**src/rtl/shift_result_queue_if.sv**
```systemverilog
// rtl/shift_result_queue_if.sv - issue, capture and writeback signals of the shift result queue (SHIFTQ_ZFLAG_EN adds out_zero)
interface shift_result_queue_if #(
   parameter int WIDTH = 32,
   parameter int DEPTH = 4,
   parameter int TAG_W = 4
);
   localparam int CNT_W = $clog2(DEPTH + 1);

   logic             in_valid;
   logic [TAG_W-1:0] in_tag;
   logic             in_ready;
   logic             flush;
   logic [WIDTH-1:0] shift_z;
   logic             out_valid;
   logic [WIDTH-1:0] out_data;
   logic [TAG_W-1:0] out_tag;
   logic             out_ready;
   logic [CNT_W-1:0] count;
`ifdef SHIFTQ_ZFLAG_EN
   logic             out_zero;
`endif

   // Issue side, shifter output and writeback consumer
   modport master (
      output in_valid, in_tag, flush, shift_z, out_ready,
      input  in_ready, out_valid, out_data, out_tag, count
`ifdef SHIFTQ_ZFLAG_EN
      , input out_zero
`endif
   );

   // The result queue itself
   modport slave (
      input  in_valid, in_tag, flush, shift_z, out_ready,
      output in_ready, out_valid, out_data, out_tag, count
`ifdef SHIFTQ_ZFLAG_EN
      , output out_zero
`endif
   );
endinterface

```
**src/rtl/shift_result_queue.sv**
```systemverilog
// rtl/shift_result_queue.sv - captures ShiftLR results into a tagged credit-throttled FIFO (optional SHIFTQ_ZFLAG_EN zero flag)
module shift_result_queue #(
   parameter int WIDTH = 32,
   parameter int DEPTH = 4,
   parameter int TAG_W = 4
) (
   input  logic               clock,
   input  logic               reset_n,
   shift_result_queue_if.slave q
);
   localparam int PTR_W = $clog2(DEPTH);
   localparam int CNT_W = $clog2(DEPTH + 1);
   localparam logic [CNT_W:0] DEPTH_L = (CNT_W + 1)'(DEPTH);

   logic [WIDTH-1:0] data_mem [DEPTH];
   logic [TAG_W-1:0] tag_mem  [DEPTH];
`ifdef SHIFTQ_ZFLAG_EN
   logic [DEPTH-1:0] zero_mem;
`endif

   logic [PTR_W-1:0] wr_ptr_q, wr_ptr_d;
   logic [PTR_W-1:0] rd_ptr_q, rd_ptr_d;
   logic [CNT_W-1:0] count_q, count_d;
   logic             pend_v_q, pend_v_d;
   logic [TAG_W-1:0] pend_tag_q, pend_tag_d;

   logic out_valid;
   logic in_ready;
   logic issue;
   logic do_write;
   logic do_pop;

   // Credit counts the in-flight result so the capture write can never find the FIFO full;
   // reset_n gating keeps in_ready low while reset is held and high right after release.
   assign in_ready  = reset_n && !q.flush
                      && (({1'b0, count_q} + (CNT_W + 1)'(pend_v_q)) < DEPTH_L);
   assign out_valid = (count_q != '0);
   assign issue     = q.in_valid && in_ready;
   assign do_write  = pend_v_q && !q.flush;
   assign do_pop    = out_valid && q.out_ready && !q.flush;

   // Next-state for pointers, occupancy and the in-flight slot; flush wins over everything
   always_comb begin
      wr_ptr_d   = wr_ptr_q;
      rd_ptr_d   = rd_ptr_q;
      count_d    = count_q;
      pend_v_d   = issue;
      pend_tag_d = issue ? q.in_tag : pend_tag_q;
      if (q.flush) begin
         wr_ptr_d = '0;
         rd_ptr_d = '0;
         count_d  = '0;
         pend_v_d = 1'b0;
      end else begin
         if (do_write) wr_ptr_d = wr_ptr_q + PTR_W'(1);
         if (do_pop)   rd_ptr_d = rd_ptr_q + PTR_W'(1);
         case ({do_write, do_pop})
            2'b10:   count_d = count_q + CNT_W'(1);
            2'b01:   count_d = count_q - CNT_W'(1);
            default: count_d = count_q;
         endcase
      end
   end

   // Control state registers
   always_ff @(posedge clock or negedge reset_n) begin
      if (!reset_n) begin
         wr_ptr_q   <= '0;
         rd_ptr_q   <= '0;
         count_q    <= '0;
         pend_v_q   <= 1'b0;
         pend_tag_q <= '0;
      end else begin
         wr_ptr_q   <= wr_ptr_d;
         rd_ptr_q   <= rd_ptr_d;
         count_q    <= count_d;
         pend_v_q   <= pend_v_d;
         pend_tag_q <= pend_tag_d;
      end
   end

   // Capture the shifter output one edge after issue; storage needs no reset since count guards it
   always_ff @(posedge clock) begin
      if (do_write) begin
         data_mem[wr_ptr_q] <= q.shift_z;
         tag_mem[wr_ptr_q]  <= pend_tag_q;
`ifdef SHIFTQ_ZFLAG_EN
         zero_mem[wr_ptr_q] <= (q.shift_z == '0);
`endif
      end
   end

   // Head is masked while empty so outputs read zero during and after reset
   assign q.in_ready  = in_ready;
   assign q.out_valid = out_valid;
   assign q.out_data  = out_valid ? data_mem[rd_ptr_q] : '0;
   assign q.out_tag   = out_valid ? tag_mem[rd_ptr_q] : '0;
   assign q.count     = count_q;
`ifdef SHIFTQ_ZFLAG_EN
   assign q.out_zero  = out_valid && zero_mem[rd_ptr_q];
`endif
endmodule

```
**src/flat_wrapper.sv**
```systemverilog
// flat-port wrapper written by rule: the top's interface ports become plain ports
module shift_result_queue_flat 
#(
   parameter int WIDTH = 32,
   parameter int DEPTH = 4,
   parameter int TAG_W = 4
)
  (clock, reset_n, q_in_valid, q_in_tag, q_flush, q_shift_z, q_out_ready, q_in_ready, q_out_valid, q_out_data, q_out_tag, q_count);
  shift_result_queue_if #(.WIDTH(WIDTH), .DEPTH(DEPTH), .TAG_W(TAG_W)) q_i ();
  input  logic clock;
  input  logic reset_n;
  input wire logic [$bits(q_i.in_valid)-1:0] q_in_valid;
  input wire logic [$bits(q_i.in_tag)-1:0] q_in_tag;
  input wire logic [$bits(q_i.flush)-1:0] q_flush;
  input wire logic [$bits(q_i.shift_z)-1:0] q_shift_z;
  input wire logic [$bits(q_i.out_ready)-1:0] q_out_ready;
  output wire logic [$bits(q_i.in_ready)-1:0] q_in_ready;
  output wire logic [$bits(q_i.out_valid)-1:0] q_out_valid;
  output wire logic [$bits(q_i.out_data)-1:0] q_out_data;
  output wire logic [$bits(q_i.out_tag)-1:0] q_out_tag;
  output wire logic [$bits(q_i.count)-1:0] q_count;
  assign q_i.in_valid = q_in_valid;
  assign q_i.in_tag = q_in_tag;
  assign q_i.flush = q_flush;
  assign q_i.shift_z = q_shift_z;
  assign q_i.out_ready = q_out_ready;
  assign q_in_ready = q_i.in_ready;
  assign q_out_valid = q_i.out_valid;
  assign q_out_data = q_i.out_data;
  assign q_out_tag = q_i.out_tag;
  assign q_count = q_i.count;
  shift_result_queue #(.WIDTH(WIDTH), .DEPTH(DEPTH), .TAG_W(TAG_W)) u_core (.clock(clock), .reset_n(reset_n), .q(q_i));
endmodule
```
**config.mk**
```make
export PLATFORM = sky130hd
export DESIGN_NAME = shift_result_queue_flat
export DESIGN_NICKNAME = d
export VERILOG_FILES = /design/src/rtl/shift_result_queue_if.sv /design/src/rtl/shift_result_queue.sv /design/src/flat_wrapper.sv
export SDC_FILE = /design/constraint.sdc
export NUM_CORES = 1
export LEC_CHECK = 0
export CORE_UTILIZATION = 39
export DETAILED_ROUTE_END_ITERATION = 6
export PLACE_DENSITY = 0.59
export SETUP_SLACK_MARGIN = 0.3
export SYNTH_ARGS = -nofsm -noshare
export SYNTH_HDL_FRONTEND = slang
export SYNTH_SLANG_ARGS = --single-unit
```
**constraint.sdc**
```tcl
create_clock -name clock -period 2.6 [get_ports clock]
set_input_delay 0.65 -clock clock [delete_from_list [all_inputs] [get_ports clock]]
set_output_delay 0.65 -clock clock [all_outputs]
set_load 0.1 [all_outputs]
```
* After elaboration in Yosys (flattened, before gate mapping)
Memories as Yosys holds them, arrays and structs flattened. Cells that the tools add are included.
Cells by class: add/sub/neg operators 5, $lt $le $gt $ge 1, eq/ne operators 2, mux-type cells 11, reductions and logical operators 11
Operators by type and width (count):
- two-way mux 32 bit | 1
- two-way mux 2 bit | 4
- logical AND 1 bit | 6
- case mux 3 bit (2 select lines) | 1
- nonzero test 3 bit | 2
- adder 2 x 1 -> 2 bit, second input constant | 2
- adder 3 x 1 -> 4 bit | 1
- < comparator 4 x 3 -> 1 bit, second input constant | 1
- two-way mux 4 bit | 1
- nonzero test 2 bit | 2
- adder 3 x 1 -> 3 bit, second input constant | 1
- two-way mux 1 bit | 3
- two-way mux 3 bit | 1
- subtractor 3 x 1 -> 3 bit, second input constant | 1
- == test 2 x 1 -> 1 bit, second input constant | 1
- == test 2 bit, second input constant | 1
- zero test 1 bit | 1
Storage, ports and cells: flip-flop bits (word level) 12, RAM bits 144, input port bits 41, output and inout bits 41, logic and storage cells 37, memories kept 2
Memory list:
- u_core.data_mem | words 4, width 32, read ports 1, clocked after memory_dff 0, wr ports 1, line shift_result_queue.sv:15 | logic [WIDTH-1:0] data_mem [DEPTH];
- u_core.tag_mem | words 4, width 4, read ports 1, clocked after memory_dff 0, wr ports 1, line shift_result_queue.sv:16 | logic [TAG_W-1:0] tag_mem [DEPTH];

* Logic depth before layout (Yosys ltp)
depth after elaboration 6, mapped depth 8, mapped depth without buffers 8

* Least setup slack after synthesis
No wires, ideal clock.
kind flip-flop to output port, start register u_core.count_q[0], in the netlist u_core.q.count[0], end output port q_out_data[22], arrival 3.137 ns, required time 1.950 ns, slack -1.187 ns, stages on the path, launching flop included 4, path buffers 1, path through dfrtp_1 > or3_4 > clkbuf_1 > and2_1
Between the ends: longest elaborated chain between the ends 2
RTL lines:
- from (decl) | line shift_result_queue.sv:23 | logic [CNT_W-1:0] count_q, count_d;
- from (signal assigned) | line shift_result_queue.sv:76 | count_q <= count_d;
- nonzero test 3 bit | line shift_result_queue.sv:37 | assign out_valid = (count_q != '0);
- net q_out_valid | line flat_wrapper.sv:18 | output wire logic [$bits(q_i.out_valid)-1:0] q_out_valid;
- two-way mux 32 bit | line shift_result_queue.sv:96 | assign q.out_data = out_valid ? data_mem[rd_ptr_q] : '0;
- to (decl) | line flat_wrapper.sv:19 | output wire logic [$bits(q_i.out_data)-1:0] q_out_data;
The timed path passes the listed nets, and every way through them passes these cells.

* Worst setup path after layout
start register u_core.rd_ptr_q[0], end output port q_out_data[22]
Between the ends: longest elaborated chain between the ends 2
RTL lines:
- from (decl) | line shift_result_queue.sv:22 | logic [PTR_W-1:0] rd_ptr_q, rd_ptr_d;
- from (signal assigned) | line shift_result_queue.sv:75 | rd_ptr_q <= rd_ptr_d;
- memory (4 x 32 bit)
- two-way mux 32 bit | line shift_result_queue.sv:96
Every way passes these cells.

==> qor.txt <==
status - finished with violations
failing checks - setup timing
cell repeated most along the worst path - buf_12
CP Launch Type - flip-flop
global-route wire length before repair - 18710 microns
GR peak layer - met2
TritonCTS Sinks - 156
H-tree depth reported by CTS - 4
max cap viols - 0
I/O Buffers - 81
Relative slew margins - 66.81%
Mapped Nets - 340
commonest cells after routing, fill and taps aside - 144 x edfxtp_1, 51 x buf_12, 39 x clkdlybuf4s50_1
Ys Warns - 0
Max rail drop VDD - 0.7653 mV
via count - 3131
nets - 464
Top-Level Pins - 82
Routed Antenna Nets - 0
Remaining DRCs - 0
Die W - 127.3 microns
final WL - 12390 microns
area of the core - 0.01526 sq mm
critical path cell sequence - buf_12 > buf_16 > mux4_2 > and2_4 > buf_12
R2R cell count - 9
DIE AREA - 0.01621 sq mm
Critical-path top delay cell - mux4_2
#FFs+latches synth - 156
GR Util All Layers - 16.25%
worst stage delay on the critical path - 0.50 ns
Reg2Reg Capture Point - u_core.q.count[1]$_DFFE_PN0P_
insertion delay to the later sink of the worst-skew pair - 0.42 ns
critical path required time - 1.95 ns
cts-stage hold buffer count - 0
Hold Path End - u_core.tag_mem[3][0]$_DFFE_PP_
flop2flop setup slack - 0.30 ns
Avg Cell Area, Syn - 20.83 sq um
largest net degree at the start of global routing - 27
Final HPWL DP - 7298 microns
r2r startpoint - u_core.q.count[1]$_DFFE_PN0P_
Clock Pin Slew Worst Setup and Hold Paths - 0.06 ns
hold slack - 0.5143 ns
wire per inst - 19.29 microns
Final period util - 100.4%
Clk pwr share - 25.1%
register area share after synthesis - 75.51%
clk_skew - 0.009157 ns
Final Worst Setup Slack - -0.009170 ns
vias in the first global route - 3259
critical path class - reg2out
# rows - 45
Initial Utilization - 40.14%
switching portion of total power - 37.92%
Hold Path Class - reg2reg
combinational cell fraction of total power - 49.2%
sequential power share - 25.6%
Max Freq - 383.3 MHz
Worst-Margin Slew - 0.4978 ns
via/cell ratio - 4.877
RD Place Congestion - 0.7023
Worst setup EP type - primary output
fin. max-slew vios - 0
Mapped Area - 0.006125 sq mm
GR Util met3 - 4.899%
PwrDens - 1290 mW/mm^2
total power - 11.41 mW
Final Hold Viols - 0
min cycle time layout - 2.609 ns
initial antenna violation count - 0
Clock Tree Buf Depth - 2
Final setup viols - 5
RSZ-0062 raised after global routing - yes
Layout fillers - 1144
gr ovfl total - 0
CP max FO - 6
Worst Setup SP - u_core.rd_ptr_q[0]$_DFFE_PN0P_
clock root buffer master - clkbuf_16
layout cell share with drive strength beyond 1 - 46.87%
Ant. Diodes - 0
Die Height - 127.3 microns
Iter 0 DRT Violations - 231
area added between synthesis and finish - 44.43%
commonest non-fill, non-tap cell in the layout - edfxtp_1
met2 Track Usage GR - 25.04%
total internal power - 7.082 mW
CP arrival - 1.96 ns
worst hold stages - 0
Leak - 3.036 nW
library cells used by synthesis - 27
TritonCTS clock tree - built
CTS Buf Count - 17
Syn Inst Count - 294
DR pass1 iterations - 4
switching pwr - 4.325 mW
Hold Path Origin - u_core.pend_tag_q[0]$_DFFE_PN0P_
M1 GR Usage - 22.12%
## layout make-up
type / count / area [sq um] / share of cell area [%]
Sequential cell: 156 / 4638 / 52.43
Tap cell: 211 / 264.0 / 2.984
Clock buffer: 17 / 425.4 / 4.809
Multi-Input combinational cell: 123 / 1543 / 17.44
Timing Repair Buffer: 117 / 1695 / 19.17
Clock inverter: 15 / 269.0 / 3.041
Inverter: 3 / 11.26 / 0.1273
## stage by stage
stage | setup TNS [ns] | cells | cell area [sq um] | setup WS, ns | utilization (%)
floorplan | 0 | 294 | 6231 | 0.2884 | -
global placement | 0 | 593 | 7871 | 0.07776 | 51.59
CTS | -0.3343 | 634 | 8722 | -0.05881 | 57.16
detailed placement | 0 | 593 | 7871 | 0.02116 | 51.59
global route | -1.416 | 642 | 8846 | -0.08946 | 57.97
finish | -0.02485 | 642 | 8846 | -0.009170 | 57.97
## synth_stat cells
cell type  number  area (sq um)
nand3_1         2         10.01
or3_4           1         11.26
nor2b_1         2         12.51
o21ai_0         1         5.000
and2_1         40         250.2
dfrtp_1        12         300.3
nor2_1          8         30.03
nand2b_1        1         6.260
a32oi_1         1         8.760
inv_1           3         11.26
nand2_1         4         15.01
mux2i_1         2         20.02
xnor2_1         3         26.28
and3_1          1         6.260
xor2_1          2         17.52
mux4_2         36         810.8
or4b_1          1         10.01
clkbuf_1        3         11.26
nor3_1          1         5.000
buf_6           3         33.78
buf_2           8         40.04
fa_1            1         20.02
a21oi_1         3         15.01
mux2_2          5         56.30
a22o_1          2         17.52
ha_1            4         50.05
edfxtp_1      144          4324
## critical path: cells and delay by family, from the launching register on
kind / cells / cell delay [ns]
and+or+nand+nor: 1 / 0.16
muxes: 1 / 0.50
DFF: 1 / 0.44
buffers and inverters: 3 / 0.45
## power groups by stage
stage | sequential, mW | clock (mW) | combinational, mW
global route | 2.94 | 3.02 | 5.80
global placement | 2.97 | 0 | 5.08
finish | 2.93 | 2.87 | 5.61
detailed placement | 2.97 | 0 | 5.09
CTS | 2.93 | 2.91 | 5.42
floorplan | 3.05 | 0 | 3.30
## logic make-up after synthesis
family,share of synthesized area [%]
compound gates,0.7558
xor+xnor,0.7151
fa+ha+maj,1.144
buf+inv,1.573
flops,75.51
mux,14.48
simple gates,5.822
## metal layers
metal  wire, microns  vias to the layer above
met5               0                        -
met4             123                        0
met3             681                       12
met2            5985                       95
met1            5596                     1601
li1                -                     1423
## how the worst max path moves through the flow
stage,slack [ns],end,cells after the start
3_5_place_dp,0.02,u_core.q.count[1]$_DFFE_PN0P_,7
4_1_cts,-0.06,q_out_data[4],5
5_1_grt,-0.09,q_out_data[22],5
6_report,-0.009,q_out_data[22],5
3_3_place_gp,0.08,u_core.q.count[1]$_DFFE_PN0P_,7
2_1_floorplan,0.29,q_out_data[17],4
## flip-flops by register name (all words and copies together) (netlist names)
name	cells
u_core.wr_ptr_q	2
u_core.pend_tag_q	4
u_core.data_mem	128
u_core.tag_mem	16
u_core.q.count	3
u_core.rd_ptr_q	2
u_core.pend_v_q	1
## timing repair
item / in CTS / in global routing
setup buffers: 6 / 5
gates cloned: 3 / 3
setup endpoints to repair: 39 / 39
gates resized for setup: 14 / 11
pin swaps: 9 / 11
(Power assumes the default switching activity.)
==> edit 1: new RTL, config.mk and constraints unchanged <==
`DEPTH` is set to 4 in 3 places; all go to 8.
--- a/src/rtl/shift_result_queue_if.sv
+++ b/src/rtl/shift_result_queue_if.sv
@@ -3,3 +3,3 @@
    parameter int WIDTH = 32,
-   parameter int DEPTH = 4,
+   parameter int DEPTH = 8,
    parameter int TAG_W = 4
--- a/src/rtl/shift_result_queue.sv
+++ b/src/rtl/shift_result_queue.sv
@@ -3,3 +3,3 @@
    parameter int WIDTH = 32,
-   parameter int DEPTH = 4,
+   parameter int DEPTH = 8,
    parameter int TAG_W = 4
--- a/src/flat_wrapper.sv
+++ b/src/flat_wrapper.sv
@@ -4,3 +4,3 @@
    parameter int WIDTH = 32,
-   parameter int DEPTH = 4,
+   parameter int DEPTH = 8,
    parameter int TAG_W = 4
Interface: changed (resized q_count); port bits go from 82 to 83. The function was not compared with the original's and may differ.
==> edit 1 against the unedited design <==
  * The flow still finishes with violations (setup timing)
  * Setup slack worse by 0.41 ns
  * Sequential cell count is 147 higher
  * Synthesized area up 92%
  * Routed wire length is 97% higher
  * Sequential power is 91% higher
  * Count of clock-buffer cells in the layout up 21
  * Hold slack got worse by 0.048 ns
  * Cell area grew 81%
  * Total power up 47%
  * Largest cell class unchanged
==> edit 1: results (changes against the unedited design) <==
[finish]
largest_reg_flops=256  ; was 128
largestRegisters=u_core.data_mem: 256 flops, u_core.tag_mem: 32 flops  ; was u_core.data_mem: 128 flops, u_core.tag_mem: 16 flops, u_core.pend_tag_q: 4 flops
nFillCells=2269  ; was 1144
regArea_mm2=0.00905  ; was 0.00464 mm^2
nets=742  ; was 464
drive_gt1_share_pct=44.4  ; was 46.9%

[timing]
layout_setup_ws_ns=-0.414  ; was -0.00917 ns
fin_setup_tns_ns=-12.36  ; was -0.0249 ns
setup_violations=37  ; was 5
relSlewSlack_pct=64.6  ; was 66.8%
holdWs_ns=0.466  ; was 0.514 ns
clock_skew_ns=0.0179  ; was 0.00916 ns

[clock_tree]
cts_resized=42  ; was 14
insertion_delay_ns=0.54  ; was 0.42 ns
h-tree-depth=1  ; was 4
postCtsSetupBuffers=8  ; was 6
max-clock-path-buffers=3  ; was 2
cts_buffers=31  ; was 17

[placement]
place_ws_ns=-0.0912  ; was 0.0212 ns
place_inst=1036  ; was 593
dpl.hpwl_um=14300  ; was 7300 um
gp_congestion=0.739  ; was 0.702
portBuffers=82  ; was 81
placed_area_mm2=0.0143  ; was 0.00787 mm^2

[logic_synthesis]
synth_edf_count=288  ; was 144
synth.distinct_cells=37  ; was 27
syn_inst=543  ; was 294
synth.top_cells.by_area=edfxtp_1, mux4_2, mux2i_1, dfrtp_1, nor2_1  ; was edfxtp_1, mux4_2, dfrtp_1, and2_1, mux2_2
syn_nets=588  ; was 340
synth_top_cells_by_count=edfxtp_1, mux4_2, nor2_1  ; was edfxtp_1, and2_1, mux4_2
yosysSeqAreaShare_pct=76.7  ; was 75.5%

[drt]
routed_wl_um=24400  ; was 12400 um
m1WireLength_um=10600  ; was 5600 um
drt_iter0_drc=394  ; was 231
route.met3.wl_um=1020  ; was 681 um
routed_via_density=5.15  ; was 4.88
wire_per_inst_um=22.0  ; was 19.3 um
wl_met2_um=12500  ; was 5990 um

[critical_path]
cpMaxStageDelayCell=dfrtp_4  ; was mux4_2
reg2reg_to=u_core.q.count[3]$_DFFE_PN0P_  ; was u_core.q.count[1]$_DFFE_PN0P_
r2r_cells=8  ; was 9
r2r_start=u_core.q.count[0]$_DFFE_PN0P_  ; was u_core.q.count[1]$_DFFE_PN0P_
arrival_ns=2.36  ; was 1.96 ns
crit_fanout=5  ; was 6
crit_path_end=q_out_tag[2]  ; was q_out_data[22]
reg2reg_slack_ns=0.41  ; was 0.30 ns

[hold_path]
hold_path_class=in -> async  ; was reg -> reg

[power]
power.leakage_nw=4.98  ; was 3.04 nW
vdd_drop_max_v=0.00137  ; was 0.000765 V
p_seq_share_pct=33.3  ; was 25.6%
comb_cell_power_mw=7.30  ; was 5.61 mW

[global_routing]
grt_max_degree=41  ; was 27
grt_pass1_wl_um=37000  ; was 18700 um
grt_use_total_pct=16.0  ; was 16.2%
gr-usage-met1_pct=22.1  ; about the same
use_met3_pct=2.21  ; was 4.90%
grt_pass1_vias=6184  ; was 3259

[run_status]
status=finished with violations  ; unchanged
failed_checks=setup timing  ; unchanged

==> edit 1: cell types whose count changed after synthesis, moves of 6 or more <==
| cell | delta |
|---|---|
| mux4_2 | +36 |
| buf_4 | +7 |
| edfxtp_1 | +144 |
| mux2i_1 | +36 |
| buf_1 | +6 |
| and2_1 | -39 |
| nor2_1 | +42 |
==> edit 1: cells by family (layout without fill, tap and decap cells) <==
family / count (synthesis) / in the layout / share of synthesized area [%]
xor gates and xnor gates: 6 / 6 / 0.447
adders and majority gates: 4 / 4 / 0.426
AOI/OAI and AO/OA: 9 / 9 / 0.660
DFF: 303 / 303 / 76.7
and+or+nand+nor: 77 / 77 / 3.01
buffers and inverters: 30 / 206 / 1.33
muxes: 114 / 114 / 17.4
==> edit 1: final cells by class <==
cell class / count / area share, %
Sequential cell: 303 / 56.6
Multi-Input combinational cell: 210 / 21.0
Timing Repair Buffer: 148 / 13.7
Clock buffer: 38 / 5.02
Tap cell: 390 / 3.05
Clock inverter: 17 / 0.556
Inverter: 3 / 0.102
==> edit 2: new RTL, config.mk and constraints unchanged <==
Made on the original files. Make the reset (`reset_n`) synchronous in one clocked block.
--- a/src/rtl/shift_result_queue.sv
+++ b/src/rtl/shift_result_queue.sv
@@ -65,3 +65,3 @@
    // Control state registers
-   always_ff @(posedge clock or negedge reset_n) begin
+   always_ff @(posedge clock) begin
       if (!reset_n) begin
Formal check against the unedited RTL: differs if reset_n is asserted again (counterexample within 4 cycles, from zero or initial values and one cycle with reset_n low); with reset_n held inactive, the same outputs for 10 cycles.
==> edit 2 against the unedited design <==
  * Synthesized area increased by 0.16%
  * Cell area decreased by 1.5%
  * Sequential cell count increased by 2
  * Via count decreased by 1.5%
  * Routed wire length decreased by 4.4%
  * Setup slack improved by 0.035 ns
  * Non-clock buffer count decreased by 15
  * Hold slack got worse by 0.025 ns
  * Clock skew about the same
  * Critical path type unchanged
  * Global-route usage decreased by 0.85 points
  * Critical endpoint is now q_out_data[4]
  * Critical path depth decreased by 1
Power is not compared: it rests on default switching activity, and its combinational part moved more than twofold at a synthesized area within 25%.
==> edit 2: results (changes against the unedited design) <==
[run_status]
status=finished clean  ; was finished with violations

[logic_synthesis]
synth_top_cells_by_count=edfxtp_1, mux4_2, nor2b_1  ; was edfxtp_1, and2_1, mux4_2
synth.top_cells.by_area=edfxtp_1, mux4_2, dfxtp_1, nor2b_1, ha_1  ; was edfxtp_1, mux4_2, dfrtp_1, and2_1, mux2_2
syn_nets=348  ; was 340
synth-async-reset-ratio_pct=0  ; was 7.69%
synthMuxAreaShare_pct=13.4  ; was 14.5%
ys_warn_count=0  ; unchanged
yosysSeqAreaShare_pct=75.1  ; was 75.5%
synth_compound_area_share_pct=0.857  ; was 0.756%
synth_fa_ha_area_share_pct=1.35  ; was 1.14%
synth_edf_count=144  ; unchanged
synth-xor-area-share_pct=0.571  ; was 0.715%
synth.distinct_cells=30  ; was 27

[clock_tree]
h-tree-depth=4  ; unchanged
cts_buffers=17  ; unchanged
clk_pin_slew_ns=0.06  ; about the same
max-clock-path-buffers=2  ; unchanged
ctsHoldBuffers=0  ; unchanged
insertion_delay_ns=0.42  ; about the same
root_buffer=clkbuf_16  ; unchanged

[power]
vdd_drop_max_v=0.000437
power.leakage_nw=2.89

[drt]
routed_via_density=4.89  ; was 4.88
drtPass1Iterations=4  ; unchanged
drt_iter0_drc=157  ; was 231
routed_wl_um=11800  ; was 12400 um

[finish]
largestRegisters=u_core.data_mem: 128 flops, u_core.tag_mem: 16 flops, u_core.pend_tag_q: 4 flops  ; unchanged
nets=456  ; was 464
drive_gt1_share_pct=41.0  ; was 46.9%
diodes=0  ; unchanged

[placement]
place_ws_ns=-0.0222  ; was 0.0212 ns
portBuffers=81  ; unchanged
gp_congestion=0.698  ; was 0.702
dpl.hpwl_um=6310  ; was 7300 um

[critical_path]
reg2reg_slack_ns=0.65  ; was 0.30 ns
critical_path.startpoint_type=flip-flop  ; unchanged
crit_path_end=q_out_data[4]  ; was q_out_data[22]
crit_fanout=6  ; unchanged
reg2reg_to=u_core.q.count[2]$_SDFFE_PP0P_  ; was u_core.q.count[1]$_DFFE_PN0P_
r2r_cells=8  ; was 9
arrival_ns=1.92  ; was 1.96 ns
r2r_start=u_core.q.count[2]$_SDFFE_PP0P_  ; was u_core.q.count[1]$_DFFE_PN0P_

[timing]
relSlewSlack_pct=76.3  ; was 66.8%
clock_skew_ns=0.00881  ; was 0.00916 ns
layout_setup_ws_ns=0.0257  ; was -0.00917 ns

[global_routing]
grt_max_degree=37  ; was 27
grt_pass1_wl_um=17600  ; was 18700 um
grt_pass1_vias=3237  ; was 3259
grt_antenna_before_repair=0  ; unchanged
grt_use_total_pct=15.4  ; was 16.2%

[hold_path]
hold_path_class=reg -> reg  ; unchanged

edit 2: cell type report:
class                      count  area (um^2)
clock buffer                  20          437
clock inverter                10         98.8
fill                        1154         6550
inverter                       7         30.0
multi-input combinational    123         1680
sequential                   158         4620
tap                          211          264
timing repair buffer         102         1580
edit 2: where the power goes:
part,internal (mW),switching (mW),total (mW)
sequential,2.78,0.00895,2.79
combinational,0.120,0.117,0.238
clock,1.38,0.889,2.27
edit 2: worst min-delay path by stage:
stage | from | end | slack, ns | cells after the start
global placement | u_core.pend_tag_q[2]$_SDFFE_PN0P_ | u_core.pend_tag_q[2]$_SDFFE_PN0P_ | 0.47 | 2
CTS | u_core.pend_tag_q[2]$_SDFFE_PN0P_ | u_core.pend_tag_q[2]$_SDFFE_PN0P_ | 0.50 | 2
detailed placement | u_core.pend_tag_q[2]$_SDFFE_PN0P_ | u_core.pend_tag_q[2]$_SDFFE_PN0P_ | 0.49 | 2
global route | u_core.pend_tag_q[2]$_SDFFE_PN0P_ | u_core.pend_tag_q[2]$_SDFFE_PN0P_ | 0.52 | 2
floorplan | u_core.pend_tag_q[0]$_SDFFE_PN0P_ | u_core.pend_tag_q[0]$_SDFFE_PN0P_ | 0.46 | 2
finish | u_core.pend_tag_q[2]$_SDFFE_PN0P_ | u_core.pend_tag_q[2]$_SDFFE_PN0P_ | 0.49 | 2
edit 2: critical path, cell delays in order (launching register included):
cell and delay [ns]:
dfxtp_4 0.48, clkbuf_16 0.21, mux4_2 0.49, nor2b_4 0.15, buf_12 0.17
edit 2: through the flow:
stage	TNS [ns]	cells	instance area [um^2]
global route	-0.444	631	8710
floorplan	0	301	6380
finish	0	631	8710
detailed placement	-0.0222	592	7910
CTS	0	627	8570
global placement	0	592	7910
edit 2: timing repair:
action / in CTS / in global routing
setup buffers: 2 / 0
setup endpoints to repair: 38 / 39
cloned: 3 / 4
gates resized for setup: 6 / 11
pin swaps: 2 / 2
edit 2: layer usage:
layer | vias to the layer above | track usage, % | wire, um
met2 | 86 | 25.2 | 5760
met5 | - | 0 | 0
met4 | 0 | 7.56 | 216
met3 | 17 | 3.94 | 604
met1 | 1578 | 19.2 | 5270
li1 | 1403 | - | -
edit 2: cells by family (layout without fill, tap and decap cells):
logic type               count (synthesis)  in the layout
AND/OR/NAND/NOR                         66             66
AO/OA/AOI/OAI                           10             10
buffers and inverters                   20            139
XOR/XNOR                                 4              4
adder cells (fa/ha/maj)                  6              6
multiplexers                            37             37
flip-flops                             158            158
